===== src/rtl/xgmii_pkg.sv =====
// rtl/xgmii_pkg.sv - XGMII control codes, fixed framing words and transmit state encoding.
package xgmii_pkg;

    localparam logic [7:0] XGMII_IDLE     = 8'h07;
    localparam logic [7:0] XGMII_START    = 8'hFB;
    localparam logic [7:0] XGMII_TERM     = 8'hFD;
    localparam logic [7:0] XGMII_ERROR    = 8'hFE;
    localparam logic [7:0] XGMII_PREAMBLE = 8'h55;
    localparam logic [7:0] XGMII_SFD      = 8'hD5;

    localparam logic [63:0] IDLE_WORD     = {8{XGMII_IDLE}};
    localparam logic [7:0]  IDLE_TXC      = 8'hFF;
    localparam logic [63:0] PREAMBLE_WORD = {XGMII_SFD, {6{XGMII_PREAMBLE}}, XGMII_START};
    localparam logic [7:0]  PREAMBLE_TXC  = 8'h01;
    localparam logic [63:0] ERROR_WORD    = {8{XGMII_ERROR}};
    localparam logic [7:0]  ERROR_TXC     = 8'hFF;
    localparam logic [63:0] TERM_WORD     = {{7{XGMII_IDLE}}, XGMII_TERM};
    localparam logic [7:0]  TERM_TXC      = 8'hFF;

    typedef enum logic [2:0] {
        ST_IDLE  = 3'd0,
        ST_DATA  = 3'd1,
        ST_TERM  = 3'd2,
        ST_DRAIN = 3'd3,
        ST_IFG   = 3'd4
    } tx_state_t;

endpackage


===== src/rtl/xgmii_term_insert.sv =====
// rtl/xgmii_term_insert.sv - Merges data lanes, terminate code and trailing idles for a frame's last word.
module xgmii_term_insert
    import xgmii_pkg::*;
(
    input  logic [63:0] data_i,
    input  logic [2:0]  bytes_i,
    output logic [63:0] txd_o,
    output logic [7:0]  txc_o
);

    // bytes_i == 0 means all eight lanes carry data; the terminate goes in a following word.
    always_comb begin
        txd_o = data_i;
        txc_o = 8'h00;
        for (int k = 0; k < 8; k++) begin
            if (bytes_i != 3'd0) begin
                if (k == int'(bytes_i)) begin
                    txd_o[8*k +: 8] = XGMII_TERM;
                    txc_o[k]        = 1'b1;
                end else if (k > int'(bytes_i)) begin
                    txd_o[8*k +: 8] = XGMII_IDLE;
                    txc_o[k]        = 1'b1;
                end
            end
        end
    end

endmodule


===== src/rtl/xgmii_tx_framer.sv =====
// rtl/xgmii_tx_framer.sv - XGMII transmit framer; XGMII_TX_FRAMER_STATS_EN adds frame/underrun counters.
module xgmii_tx_framer
    import xgmii_pkg::*;
#(
    parameter int unsigned IFG_WORDS = 2
) (
    input  logic        clk,
    input  logic        reset,
    input  logic        link_up,
    input  logic [63:0] frame_data,
    input  logic [2:0]  frame_bytes,
    input  logic        frame_last,
    input  logic        frame_valid,
    output logic        frame_ready,
    output logic [63:0] xgmii_txd,
    output logic [7:0]  xgmii_txc,
    output logic        tx_busy,
`ifdef XGMII_TX_FRAMER_STATS_EN
    output logic [31:0] tx_frame_count,
    output logic [31:0] tx_underrun_count,
`endif
    output logic        underrun
);

    localparam logic [3:0] IFG_LOAD = 4'(IFG_WORDS);

    tx_state_t   state_q;
    logic [63:0] txd_q;
    logic [7:0]  txc_q;
    logic        underrun_q;
    logic [3:0]  ifg_cnt_q;
    logic [63:0] term_txd;
    logic [7:0]  term_txc;

`ifdef XGMII_TX_FRAMER_STATS_EN
    logic [31:0] frame_cnt_q;
    logic [31:0] underrun_cnt_q;
    assign tx_frame_count    = frame_cnt_q;
    assign tx_underrun_count = underrun_cnt_q;
`endif

    xgmii_term_insert u_term_insert (
        .data_i  (frame_data),
        .bytes_i (frame_bytes),
        .txd_o   (term_txd),
        .txc_o   (term_txc)
    );

    assign frame_ready = (state_q == ST_DATA) || (state_q == ST_DRAIN);
    assign tx_busy     = (state_q != ST_IDLE);
    assign xgmii_txd   = txd_q;
    assign xgmii_txc   = txc_q;
    assign underrun    = underrun_q;

    always_ff @(posedge clk) begin
        if (reset) begin
            state_q    <= ST_IDLE;
            txd_q      <= IDLE_WORD;
            txc_q      <= IDLE_TXC;
            underrun_q <= 1'b0;
            ifg_cnt_q  <= 4'd0;
`ifdef XGMII_TX_FRAMER_STATS_EN
            frame_cnt_q    <= 32'd0;
            underrun_cnt_q <= 32'd0;
`endif
        end else begin
            underrun_q <= 1'b0;
            case (state_q)
                ST_IDLE: begin
                    txd_q <= IDLE_WORD;
                    txc_q <= IDLE_TXC;
                    // The waiting word is not consumed; it is accepted from DATA next cycle.
                    if (link_up && frame_valid) begin
                        txd_q   <= PREAMBLE_WORD;
                        txc_q   <= PREAMBLE_TXC;
                        state_q <= ST_DATA;
                    end
                end
                ST_DATA: begin
                    if (!frame_valid) begin
                        txd_q      <= ERROR_WORD;
                        txc_q      <= ERROR_TXC;
                        underrun_q <= 1'b1;
                        state_q    <= ST_DRAIN;
`ifdef XGMII_TX_FRAMER_STATS_EN
                        underrun_cnt_q <= underrun_cnt_q + 32'd1;
`endif
                    end else if (frame_last && frame_bytes != 3'd0) begin
                        txd_q     <= term_txd;
                        txc_q     <= term_txc;
                        ifg_cnt_q <= IFG_LOAD;
                        state_q   <= ST_IFG;
`ifdef XGMII_TX_FRAMER_STATS_EN
                        frame_cnt_q <= frame_cnt_q + 32'd1;
`endif
                    end else begin
                        txd_q <= frame_data;
                        txc_q <= 8'h00;
                        if (frame_last) begin
                            state_q <= ST_TERM;
                        end
                    end
                end
                ST_TERM: begin
                    txd_q     <= TERM_WORD;
                    txc_q     <= TERM_TXC;
                    ifg_cnt_q <= IFG_LOAD;
                    state_q   <= ST_IFG;
`ifdef XGMII_TX_FRAMER_STATS_EN
                    frame_cnt_q <= frame_cnt_q + 32'd1;
`endif
                end
                ST_DRAIN: begin
                    txd_q <= IDLE_WORD;
                    txc_q <= IDLE_TXC;
                    if (frame_valid && frame_last) begin
                        ifg_cnt_q <= IFG_LOAD;
                        state_q   <= ST_IFG;
                    end
                end
                ST_IFG: begin
                    txd_q     <= IDLE_WORD;
                    txc_q     <= IDLE_TXC;
                    ifg_cnt_q <= ifg_cnt_q - 4'd1;
                    if (ifg_cnt_q <= 4'd1) begin
                        state_q <= ST_IDLE;
                    end
                end
                default: begin
                    txd_q   <= IDLE_WORD;
                    txc_q   <= IDLE_TXC;
                    state_q <= ST_IDLE;
                end
            endcase
        end
    end

endmodule


===== config.mk =====
export PLATFORM = sky130hd
export DESIGN_NAME = xgmii_tx_framer
export DESIGN_NICKNAME = d
export VERILOG_FILES = /design/src/rtl/xgmii_pkg.sv /design/src/rtl/xgmii_term_insert.sv /design/src/rtl/xgmii_tx_framer.sv
export SDC_FILE = /design/constraint.sdc
export NUM_CORES = 1
export LEC_CHECK = 0
export CAP_MARGIN = 20
export CORE_MARGIN = 5
export CORE_UTILIZATION = 35
export DETAILED_ROUTE_END_ITERATION = 8
export PLACE_DENSITY_LB_ADDON = 0.05
export SYNTH_ARGS = -nofsm -noshare
export SYNTH_HDL_FRONTEND = slang
export SYNTH_SLANG_ARGS = --single-unit

===== constraint.sdc =====
create_clock -name clk -period 1.7 [get_ports clk]
set_input_delay 0.34 -clock clk [delete_from_list [all_inputs] [get_ports clk]]
set_output_delay 0.34 -clock clk [all_outputs]
set_load 0.02 [all_outputs]

==> out/metrics.yaml <==
outcome:
  status: "completed"
worst_setup_path:
  critPathTopFamily: "buffers and inverters"
  timing.rr.start: "state_q[0]$_SDFFE_PP0P_"
  cpMaxStageDelayCell: "clkdlybuf4s50_1"
  end_kind: "output pin"
  start_kind: "flip-flop"
  rr_worst_depth: 4
  timing.critical_path.from: "xgmii_txd[21]$_SDFF_PP0_"
  path_buf_inv: 1
  path_cells: "clkdlybuf4s50_1"
  crit_type: "flip-flop to output pin"
  ff2ff_setup_slack_ns: 0.13
  cpPeakStageDelay_ns: 0.61
  crit_fanout: 1
  crit_cells: 1
  critPathCapture: "xgmii_txd[21]"
  cp.arrival_ns: 1.31
  worst_ep_required_time_ns: 1.36
  worstReg2RegEnd: "xgmii_txd[34]$_SDFF_PP1_"
logic_synthesis:
  ys.flop_type: "dfxtp_1"
  synth.distinct_cells: 58
  netlist_instances: 335
  syn_area_per_cell_um2: 9.16
  async_reset_ff_share_pct: 0
  synthesis.nets: 409
  synth_edf_count: 0
  syn-cell-area_um2: 3070
  synth_seq_area_share_pct: 52.2
  yosysWarnings: 0
  synth-seq-cells: 80
finish:
  regArea_um2: 1600
  num-fill-cells: 799
  area_growth_pct: 72.0
  drive_gt1_share_pct: 18.0
  layout_commonest_cell: "clkdlybuf4s50_1"
  final_cell_mix: "141 x clkdlybuf4s50_1, 80 x dfxtp_1, 57 x buf_4"
  fin_nets: 598
  multiInputGateArea_um2: 1360
  utilization_pct: 61.1
  n_antenna_cell: 0
  stdcell_count: 637
detailed_routing:
  vias: 3117
  drtIter0Drc: 99
  drt-total-wl_um: 10200
  route.detailed.drc: 0
  wl_per_cell_um: 16.0
  drt.antenna.violating_nets: 0
  drt-vias-per-instance: 4.89
  drt-pass1-iter-count: 4
global_route:
  grt.total_usage_pct: 19.0
  antenna_found_initial: 0
  grt_pass1_vias: 3255
  grt_remaining_overflow: 0
  grt_pass1_wl_um: 16700
  grt_start_max_net_pins: 20
clocking:
  clk_pin_slew_ns: 0.08
  cts_root_buf: "clkbuf_8"
  clock_path_buffers: 2
  cts_tree: "done"
  worstSkewPairLatency_ns: 0.36
  clock-sinks: 80
  postCtsHoldBufs: 0
  cts_buffers: 9
  h-tree-depth: 3
power:
  ir_worst_vdd_mv: 0.378
  cellLeakagePower_uw: 0.00209
  total_power_uw: 4640
  power.density_nw_per_um2: 878
sta:
  rsz0062_at_grt: "no"
  setup-violations-final: 0
  period_share_pct: 97.0
  tns_ns: 0
  worstMarginPinSlew_ns: 0.406
  fin_crit_ns: 1.65
  max_freq_ghz: 0.606
  hold_viol: 0
  slew_headroom_pct: 72.8
  skew_ns: 0.0108
  slew_violations: 0
floorplanning:
  dieArea_um2: 10700
  placementRows: 34
  die_height_um: 104
  core_area_um2: 8640
  start_util_pct: 35.5
  io_pins: 147
  die_x_um: 104
job:
  drv_cap: 0
placed_design:
  port-buffer-count: 146
  dp_cells: 620
  post-dp-hpwl_um: 7960
  place_congestion: 0.933
worst_hold_path:
  min-delay-path-class: "flip-flop to flip-flop"
[kinds of logic (layout without fill, tap and decap cells)]
| group | after synthesis | after routing | synth area share [%] |
|---|---|---|---|
| muxes | 2 | 2 | 0.734 |
| DFF | 80 | 80 | 52.2 |
| buffers and inverters | 32 | 226 | 4.81 |
| adders and majority gates | 2 | 2 | 0.816 |
| and+or+nand+nor | 110 | 110 | 18.8 |
| AOI/OAI and AO/OA | 107 | 107 | 22.1 |
| xor gates and xnor gates | 2 | 2 | 0.571 |
[metrics by stage]
step | hold WS [ns] | worst slack [ns] | instance area [µm²]
4_1_cts | 0.528 | 0.0350 | 5230
6_report | 0.535 | 0.0509 | 5280
2_1_floorplan | 0.444 | 0.218 | 3070
3_5_place_dp | 0.530 | -0.346 | 5010
3_3_place_gp | 0.510 | -0.310 | 5010
5_1_grt | 0.537 | 0.00209 | 5280
[routing by layer]
metal / GRT usage, % / share of wire [%] / up-vias
li1: - / - / 1555
met1: 23.5 / 43 / 1460
met2: 31.4 / 50 / 97
met3: 5.66 / 6.9 / 5
met4: 6.47 / 0.80 / 0
met5: 0 / 0 / -
[worst min path at each step]
stage                               from                        end  slack (ns)  cells after the start
5_1_grt                    frame_data[2]    xgmii_txd[2]$_SDFF_PP1_        0.54                      3
3_3_place_gp   ifg_cnt_q[1]$_SDFFE_PP0P_  ifg_cnt_q[1]$_SDFFE_PP0P_        0.51                      2
6_report       ifg_cnt_q[2]$_SDFFE_PP0P_  ifg_cnt_q[2]$_SDFFE_PP0P_        0.54                      2
2_1_floorplan             frame_data[26]   xgmii_txd[26]$_SDFF_PP1_        0.44                      1
4_1_cts                    frame_data[2]    xgmii_txd[2]$_SDFF_PP1_        0.53                      3
3_5_place_dp   ifg_cnt_q[1]$_SDFFE_PP0P_  ifg_cnt_q[1]$_SDFFE_PP0P_        0.53                      2
[timing repair]
action,4_1_cts,5_1_grt
gates resized for setup,5,13
buffers inserted,0,1
endpoints found under the setup margin,2,23
cloned,0,0
pin swaps,0,1
[flip-flops by register name, summed over array words and instances (netlist names)]
| signal | count |
|---|---|
| underrun | 1 |
| xgmii_txc | 8 |
| state_q | 3 |
| ifg_cnt_q | 4 |
| xgmii_txd | 64 |
[area by class of cell]
type | count | share of cell area, %
Timing Repair Buffer | 205 | 36.6
Sequential cell | 80 | 30.4
Multi-Input combinational cell | 223 | 25.8
Clock buffer | 10 | 2.61
Tap cell | 108 | 2.56
Clock inverter | 6 | 1.71
Inverter | 5 | 0.356
[cells in the mapped netlist (2+ instances only)]
| cell | n | area, µm² |
|---|---|---|
| nor3_1 | 4 | 20.0 |
| nand2b_1 | 2 | 12.5 |
| or3_1 | 10 | 62.6 |
| and3_1 | 2 | 12.5 |
| a21o_1 | 3 | 22.5 |
| a211o_1 | 2 | 17.5 |
| o31ai_1 | 2 | 15.0 |
| nand3_1 | 6 | 30.0 |
| o21ai_1 | 2 | 10.0 |
| nor3b_1 | 4 | 30.0 |
| buf_2 | 16 | 80.1 |
| nand2_1 | 29 | 109 |
| nand3b_1 | 3 | 22.5 |
| mux2_2 | 2 | 22.5 |
| xnor2_1 | 2 | 17.5 |
| a21oi_1 | 29 | 145 |
| buf_1 | 2 | 7.51 |
| and2_1 | 2 | 12.5 |
| a31oi_1 | 4 | 25.0 |
| dfxtp_1 | 80 | 1600 |
| o211ai_1 | 5 | 37.5 |
| a22oi_1 | 2 | 15.0 |
| nor2b_1 | 5 | 31.3 |
| o21a_1 | 2 | 15.0 |
| inv_1 | 5 | 18.8 |
| o21ai_0 | 35 | 175 |
| a22o_1 | 2 | 17.5 |
| o31a_1 | 5 | 43.8 |
| nor2_1 | 30 | 113 |
| a211oi_1 | 2 | 15.0 |
| clkbuf_1 | 8 | 30.0 |
| ha_1 | 2 | 25.0 |
[where the power goes]
part / switching, µW / internal, µW / total [µW] / leakage [µW]
clock: 719 / 872 / 1590 / 0.000113
sequential: 37.1 / 1980 / 2020 / 0.000654
combinational: 485 / 540 / 1020 / 0.00132
Power figures use the tool's default switching activity.
